<file path="config.mk">
export PLATFORM = sky130hd
export DESIGN_NAME = wb_stage
export DESIGN_NICKNAME = d
export VERILOG_FILES = /design/src/rtl/wb_stage.sv
export SDC_FILE = /design/constraint.sdc
export NUM_CORES = 1
export LEC_CHECK = 0
export ABC_AREA = 0
export CORE_MARGIN = 4
export CORE_UTILIZATION = 30
export CTS_CLUSTER_SIZE = 12
export DETAILED_ROUTE_END_ITERATION = 16
export SYNTH_ARGS = -nofsm -noshare
export SYNTH_HDL_FRONTEND = slang
export SYNTH_SLANG_ARGS = --single-unit
export TNS_END_PERCENT = 5
</file>
<file path="constraint.sdc">
create_clock -name clk -period 2.5 [get_ports clk]
set_clock_uncertainty 0.15 [all_clocks]
set_input_delay 0.375 -clock clk [delete_from_list [all_inputs] [get_ports clk]]
set_output_delay 0.375 -clock clk [all_outputs]
set_load 0.005 [all_outputs]
</file>
<file path="src/rtl/wb_stage.sv">
// Writeback stage: picks ALU / aligned load / PC+4 and registers the regfile write port.
// Commit is visible one cycle after transfer (or after mem_rvalid); in_ready drops while a load waits.
module wb_stage #(
  parameter int DATA_WIDTH = 32,
  parameter int RD_WIDTH   = 5
) (
  input  logic                  clk,
  input  logic                  rst_n,
  input  logic                  in_valid,
  output logic                  in_ready,
  input  logic                  in_reg_we,
  input  logic [RD_WIDTH-1:0]   in_rd,
  input  logic [1:0]            in_wb_sel,
  input  logic [DATA_WIDTH-1:0] in_alu_res,
  input  logic [DATA_WIDTH-1:0] in_pc,
  input  logic [2:0]            in_funct3,
  input  logic [1:0]            in_addr_lo,
  input  logic                  mem_rvalid,
  input  logic [DATA_WIDTH-1:0] mem_rdata,
  output logic                  rf_we,
  output logic [RD_WIDTH-1:0]   rf_wa,
  output logic [DATA_WIDTH-1:0] rf_wd,
  output logic                  retire,
  output logic                  pend_valid,
  output logic [RD_WIDTH-1:0]   pend_rd
);

  typedef enum logic {IDLE, WAIT_LOAD} state_t;

  state_t                r_state;
  logic                  r_we;
  logic [RD_WIDTH-1:0]   r_rd;
  logic [2:0]            r_funct3;
  logic [1:0]            r_addr_lo;

  logic                  w_xfer;
  logic                  w_commit;
  logic                  w_go_wait;
  logic                  w_we;
  logic [RD_WIDTH-1:0]   w_rd;
  logic [DATA_WIDTH-1:0] w_val;

  // Halfword loads use only addr_lo[1]; unknown funct3 returns the raw word.
  function automatic logic [DATA_WIDTH-1:0] align_load(
    input logic [2:0]            f3,
    input logic [1:0]            lo,
    input logic [DATA_WIDTH-1:0] w
  );
    logic [7:0]  b;
    logic [15:0] h;
    b = w[8*lo +: 8];
    h = lo[1] ? w[16 +: 16] : w[0 +: 16];
    case (f3)
      3'b000:  return {{(DATA_WIDTH-8){b[7]}}, b};
      3'b001:  return {{(DATA_WIDTH-16){h[15]}}, h};
      3'b100:  return {{(DATA_WIDTH-8){1'b0}}, b};
      3'b101:  return {{(DATA_WIDTH-16){1'b0}}, h};
      default: return w;
    endcase
  endfunction

  assign in_ready   = rst_n && (r_state == IDLE);
  assign w_xfer     = in_valid && in_ready;
  assign pend_valid = (r_state == WAIT_LOAD);
  assign pend_rd    = (r_state == WAIT_LOAD) ? r_rd : '0;

  always_comb begin
    w_commit  = 1'b0;
    w_go_wait = 1'b0;
    w_we      = in_reg_we;
    w_rd      = in_rd;
    w_val     = in_alu_res;
    if (r_state == WAIT_LOAD) begin
      w_commit = mem_rvalid;
      w_we     = r_we;
      w_rd     = r_rd;
      w_val    = align_load(r_funct3, r_addr_lo, mem_rdata);
    end else if (w_xfer) begin
      if (in_wb_sel == 2'b01) begin
        w_commit  = mem_rvalid;
        w_go_wait = !mem_rvalid;
        w_val     = align_load(in_funct3, in_addr_lo, mem_rdata);
      end else begin
        w_commit = 1'b1;
        if (in_wb_sel == 2'b10) w_val = in_pc + DATA_WIDTH'(4);
      end
    end
  end

  always_ff @(posedge clk or negedge rst_n) begin
    if (!rst_n) begin
      r_state   <= IDLE;
      r_we      <= 1'b0;
      r_rd      <= '0;
      r_funct3  <= '0;
      r_addr_lo <= '0;
      rf_we     <= 1'b0;
      rf_wa     <= '0;
      rf_wd     <= '0;
      retire    <= 1'b0;
    end else begin
      rf_we  <= 1'b0;
      retire <= 1'b0;
      if (w_commit) begin
        rf_we  <= w_we && (w_rd != '0);
        rf_wa  <= w_rd;
        rf_wd  <= w_val;
        retire <= 1'b1;
      end
      case (r_state)
        IDLE: begin
          if (w_go_wait) begin
            r_state   <= WAIT_LOAD;
            r_we      <= in_reg_we;
            r_rd      <= in_rd;
            r_funct3  <= in_funct3;
            r_addr_lo <= in_addr_lo;
          end
        end
        WAIT_LOAD: begin
          if (mem_rvalid) r_state <= IDLE;
        end
        default: r_state <= IDLE;
      endcase
    end
  end

endmodule
</file>
==> impl_metrics.json, run 1 <==
{
  "drtPass1Iterations": 5,
  "n_antenna_cell": 0,
  "synth_top_area_frac": 0.264,
  "cts_tree": "yes",
  "drtIter0Drc": 452,
  "hold_slack_ps": 308,
  "power.internal_w": 0.00234,
  "seq_area_frac_synth": 0.264,
  "die_area_um2": 18200,
  "ys_types": 63,
  "finalSetupViolations": 0,
  "cts_root_buf": "clkbuf_16",
  "grt_max_degree": 47,
  "finalPower_w": 0.00362,
  "arrival_ps": 2530,
  "p_seq_frac": 0.314,
  "maxSlewViolCount": 0,
  "clk_latency_ps": 300,
  "grt_usage": 0.251,
  "period_needed_ps": 2460,
  "gp_congestion": 1.03,
  "setup.worst_path.start_class": "input pin",
  "fp.dieH_um": 135,
  "fp-row-count": 46,
  "post_drt_wl_per_cell_um": 21.4,
  "nets": 979,
  "cts.sinks": 51,
  "power_frac_comb": 0.459,
  "cp_common_cell": "a21oi_1",
  "path_cells": "clkdlybuf4s50_1, ha_2, nand4_1, or4_4, buf_6, buf_4, xnor2_1, a211oi_1, a21oi_1, a21oi_1",
  "status": "complete, no violations",
  "dp_hpwl_mm": 18.6,
  "io_pins": 159,
  "power_leakage_nw": 3.09,
  "port_buffers": 158,
  "pwr-share-clk": 0.227,
  "grt_overflow": 0,
  "cts_max_level": 2,
  "synth_area_leader_cell": "dfrtp_1",
  "synthCells": 635,
  "async_flop_share": 1.00,
  "initial_core_util": 0.305,
  "path_max_fanout": 8,
  "slowest_stage": "clkdlybuf4s50_1",
  "max_slew_margin": 0.553,
  "ant_nets": 0,
  "path_clk_slew_ps": 70,
  "yosys_warnings": 0,
  "powerDensity_nw_per_um2": 476,
  "synth-seq-cells": 51,
  "hold_violations": 0,
  "path_class": "in -> reg",
  "fin_crit_sh": 0.984,
  "drive_above_1_share": 0.186,
  "avgViaCountPerCell": 5.57,
  "drc": 0,
  "endpoint_kind": "register",
  "synth_nets": 749,
  "rsz0062_at_grt": "true",
  "peakVddDrop_mv": 0.269,
  "synth.area.top_cells": "dfrtp_1 (26%), a21oi_1 (10%), nand2_1 (5.4%), o21ai_0 (4.4%), mux2i_1 (3.7%)",
  "syn2layout_area_growth_pct": 57.6,
  "crit_required_ps": 2570,
  "power_switching_share": 0.353,
  "syn_area_um2": 4830,
  "clock_path_buffers": 2,
  "yosys-top-cells-count": "a21oi_1 (99), nand2_1 (70), dfrtp_1 (51), o21ai_0 (42)",
  "antenna_found_initial": 0,
  "grt_pass1_wl_mm": 35.4,
  "tightest_slew_ps": 668,
  "hold_path.class": "in -> async",
  "yosysMostFrequentCell": "a21oi_1",
  "grt_pass1_vias": 6086,
  "max_freq_mhz": 406,
  "synth_edf_count": 0,
  "die_w_um": 135,
  "synthFlopType": "dfrtp_1",
  "core-area_um2": 15800,
  "syn_avg_cell_area_um2": 7.60,
  "drt_wl_total_mm": 23.2,
  "p_switching_w": 0.00128,
  "vias": 6032,
  "cts_buffers": 5,
  "drv_cap": 0,
  "cpPeakStageDelay_ps": 510
}
## metrics by stage
stage,cells,util,setup TNS [ps],setup WS (ps),instance area [um2]
after floorplan,635,-,0,280,4830
after global placement,1073,0.467,-4600,-310,7390
after detailed placement,1073,0.467,-4890,-287,7390
after CTS,1082,0.478,0,27.6,7570
after global routing,1082,0.481,-198,-41.7,7610
final,1082,0.481,0,39.1,7610
## worst paths after layout
check / startpoint / end / slack [ps] / cells after the start
worst min register to register: rf_wa[3]$_DFFE_PN0P_ / rf_wa[3]$_DFFE_PN0P_ / 330 / 2
worst max register to register: r_funct3[0]$_DFFE_PN0P_ / rf_wd[5]$_DFFE_PN0P_ / 310 / 7
worst max-delay path: in_pc[2] / rf_wd[18]$_DFFE_PN0P_ / 40 / 10
max in group asynchronous: rst_n / rf_wd[26]$_DFFE_PN0P_ / 1400 / 2
min in group clk: rf_wa[3]$_DFFE_PN0P_ / rf_wa[3]$_DFFE_PN0P_ / 330 / 2
worst min-delay path: rst_n / rf_wd[2]$_DFFE_PN0P_ / 310 / 3
## cell families (layout without fill, tap and decap cells)
group	Yosys count	count (layout)	share of synthesized area
buf+inv	68	299	0.0560
fa+ha+maj	1	1	0.00259
compound gates	248	248	0.327
flops	51	51	0.264
simple gates	205	205	0.216
xor+xnor	25	25	0.0454
mux	37	37	0.0886
## metal layers
layer,vias up,global-route usage,wire length (um)
met5,-,0,0
met4,0,0.0769,660
met3,41,0.0317,1630
met2,279,0.407,10700
met1,2895,0.349,10200
li1,2817,-,-
## worst max-delay path: cells and delay by family
| kind | cells | cell delay, ps |
|---|---|---|
| compound gates | 3 | 450 |
| simple gates | 2 | 580 |
| buf+inv | 3 | 810 |
| fa+ha+maj | 1 | 190 |
| xor+xnor | 1 | 130 |
## placed cells by master, fill, tap and decap left out, drive strengths merged, types with 3 or more instances in the layout
cell           count
clkbuf             5
or4                5
mux4               3
o211ai             9
and4               3
o221ai             3
a32oi              5
clkdlybuf4s50    157
o32a               4
nor3              17
a211oi            10
buf              115
inv               18
and2              10
and3               5
nor2b              7
a21oi            100
a31oi             12
o311ai             5
a22o              16
a21o               9
nand4              5
nor4               5
or3               11
xor2              14
nand2             70
mux2              16
nand2b            10
o21ai             43
dfrtp             51
nor2              39
xnor2             11
a2111oi            3
nand3             14
mux2i             18
a22oi             12
## registers in the layout, summed over array words and instances (netlist names), 2 cells and up
| name | cells |
|---|---|
| r_addr_lo | 2 |
| r_funct3 | 3 |
| r_rd | 5 |
| rf_wa | 5 |
| rf_wd | 32 |
## what timing repair did
action | in CTS | in global routing
gates resized for setup | 0 | 9
hold buffers | 1 | 0
hold endpoints to repair | 5 | 0
setup endpoints to repair | 0 | 16
buffers inserted | 0 | 0
## layout make-up
type,count,area [um2]
clock buffers,5,125
repair buffers,273,2500
well taps,216,270
fillers,1561,8220
multi-input cells,516,3330
clock inverters,3,46.3
inverters,18,67.6
flip-flops and latches,51,1280
## power by group through the flow
stage               logic (W)  registers (W)  clock network, W
floorplan            0.000733        0.00110                 0
global placement      0.00163        0.00116                 0
detailed placement    0.00164        0.00115                 0
CTS                   0.00165        0.00114          0.000841
global route          0.00179        0.00116          0.000869
finish                0.00166        0.00114          0.000823
No activity file was read; power rests on OpenSTA's default activity.
==> run 2: changes to the inputs <==
- HOLD_SLACK_MARGIN: unset -> 0.15
- clock period: 2.5 -> 3.1 ns (I/O delays scaled with it)
==> impl_metrics.json, run 2 (synthesis gave the netlist of run 1 again) <==
{
  "status": "complete, no violations",
  "vias": 5705,
  "path_max_fanout": 6,
  "grt_overflow": 0,
  "drive_above_1_share": 0.102,
  "fin_crit_sh": 0.883,
  "nets": 907,
  "seq_area_um2": 1280,
  "syn2layout_area_growth_pct": 44.7,
  "place_ws_ps": 68.3,
  "postCtsSetupBuffers": 0,
  "path_clk_slew_ps": 70,
  "core-area_um2": 15800,
  "fp-row-count": 46,
  "multi_input_area_um2": 3290,
  "final_common_cell": "clkdlybuf4s50_1",
  "n_antenna_cell": 0,
  "clk_latency_ps": 290,
  "drtIter0Drc": 499,
  "cp_common_cell": "a211oi_1",
  "grt_pass1_wl_mm": 32.3,
  "hold_path.class": "reg -> reg",
  "powerDensity_nw_per_um2": 389,
  "cts_buffers": 5,
  "dp_hpwl_mm": 16.3,
  "tightest_slew_ps": 832,
  "stdcell_area_um2": 6980,
  "grt_usage": 0.226,
  "drtPass1Iterations": 5,
  "grt_max_degree": 45,
  "setup_slack_ps": 363,
  "port_buffers": 158,
  "period_needed_ps": 2740,
  "finalSetupViolations": 0,
  "arrival_ps": 2750,
  "drv_cap": 0,
  "fp.dieH_um": 135,
  "path_cells": "clkdlybuf4s50_1, nand3_1, or4_1, buf_4, nor3_2, xor2_1, a211oi_1, a211oi_1",
  "die_area_um2": 18200,
  "gp_congestion": 0.951,
  "hold_violations": 0,
  "cts_hold_buf": 1,
  "cpPeakStageDelay_ps": 590,
  "setup.worst_path.start_class": "input pin",
  "fillers": 1635,
  "rsz0062_at_grt": "false",
  "cts_root_buf": "clkbuf_16",
  "cts.sinks": 51,
  "finalPower_w": 0.00272,
  "crit_buf_inv": 2,
  "maxSlewViolCount": 0,
  "io_pins": 159,
  "ant_nets": 0,
  "slowest_stage": "clkdlybuf4s50_1",
  "endpoint_kind": "register",
  "max_slew_margin": 0.444,
  "cts_max_level": 2,
  "largest_reg_flops": 32,
  "largest-register": "rf_wd",
  "place_area_um2": 6830,
  "clock_path_buffers": 2,
  "max_freq_mhz": 365,
  "cts_tree": "yes",
  "peakVddDrop_mv": 0.235,
  "initial_core_util": 0.305,
  "power_leakage_nw": 2.71,
  "setup_tns_ps": 0,
  "reg_top3": "rf_wd: 32 flops, r_rd: 5 flops, rf_wa: 5 flops",
  "avgViaCountPerCell": 5.65,
  "crit_required_ps": 3120,
  "path_class": "in -> reg",
  "die_w_um": 135,
  "post_drt_wl_per_cell_um": 20.7,
  "grt_pass1_vias": 5626,
  "post-route-util": 0.441,
  "drt_wl_total_mm": 20.9,
  "antenna_found_initial": 0,
  "final_cell_mix": "clkdlybuf4s50_1 (157), a21oi_1 (99), nand2_1 (70)",
  "ctsResizeCount": 0,
  "drc": 0,
  "cpLargestDelayFamily": "simple AND/OR/NAND/NOR gates"
}
[run 2: cell count changes in the layout (fill, tap and decap cells not counted), sizes merged]
cell / previous run / this run
buf: 115 / 43
bufinv: 1 / 0
clkinvlp: 1 / 2
[run 2: power breakdown]
group          switching (W)  leakage (nW)  internal (W)  total, W
Sequential          0.000107         0.612      0.000799  0.000906
Combinational       0.000604          2.03      0.000630   0.00123
Clock               0.000274        0.0664      0.000303  0.000576
[run 2: area by class of cell]
| class | count | share of cell area |
|---|---|---|
| clock buffers | 5 | 0.0179 |
| clock inverters | 3 | 0.00340 |
| inverters | 18 | 0.00967 |
| multi-input cells | 516 | 0.472 |
| flip-flops and latches | 51 | 0.183 |
| well taps | 216 | 0.0387 |
| repair buffers | 201 | 0.276 |
[run 2: worst paths after layout]
| check | start | endpoint | slack (ps) | cells past startpoint |
|---|---|---|---|---|
| max | in_pc[4] | rf_wd[19]$_DFFE_PN0P_ | 360 | 8 |
| min | rf_wa[0]$_DFFE_PN0P_ | rf_wa[0]$_DFFE_PN0P_ | 330 | 2 |
| max reg2reg | r_addr_lo[1]$_DFFE_PN0P_ | rf_wd[13]$_DFFE_PN0P_ | 800 | 7 |
| min reg2reg | rf_wa[0]$_DFFE_PN0P_ | rf_wa[0]$_DFFE_PN0P_ | 330 | 2 |
| max in group asynchronous | rst_n | rf_wd[20]$_DFFE_PN0P_ | 1740 | 3 |
| min in group asynchronous | rst_n | r_rd[0]$_DFFE_PN0P_ | 670 | 3 |
[run 2: layer usage]
layer | part of all wire | vias to the layer above | global-route usage
met3 | 0.078 | 37 | 0.0376
met2 | 0.46 | 281 | 0.358
met4 | 0.021 | 0 | 0.0650
met1 | 0.44 | 2712 | 0.317
li1 | - | 2675 | -
met5 | 0 | - | 0
[run 2: stage by stage]
step / hold WS, ps / std cells
finish: 333 / 1010
global route: 367 / 1010
CTS: 338 / 1010
detailed placement: 321 / 1001
global placement: 313 / 1001
floorplan: 19.4 / 635
[run 2: worst reg2reg max path, delay by kind of cell (launching register included)]
kind | cells | cell delay [ps]
buf+inv | 2 | 600
compound gates | 5 | 1020
flops | 1 | 410
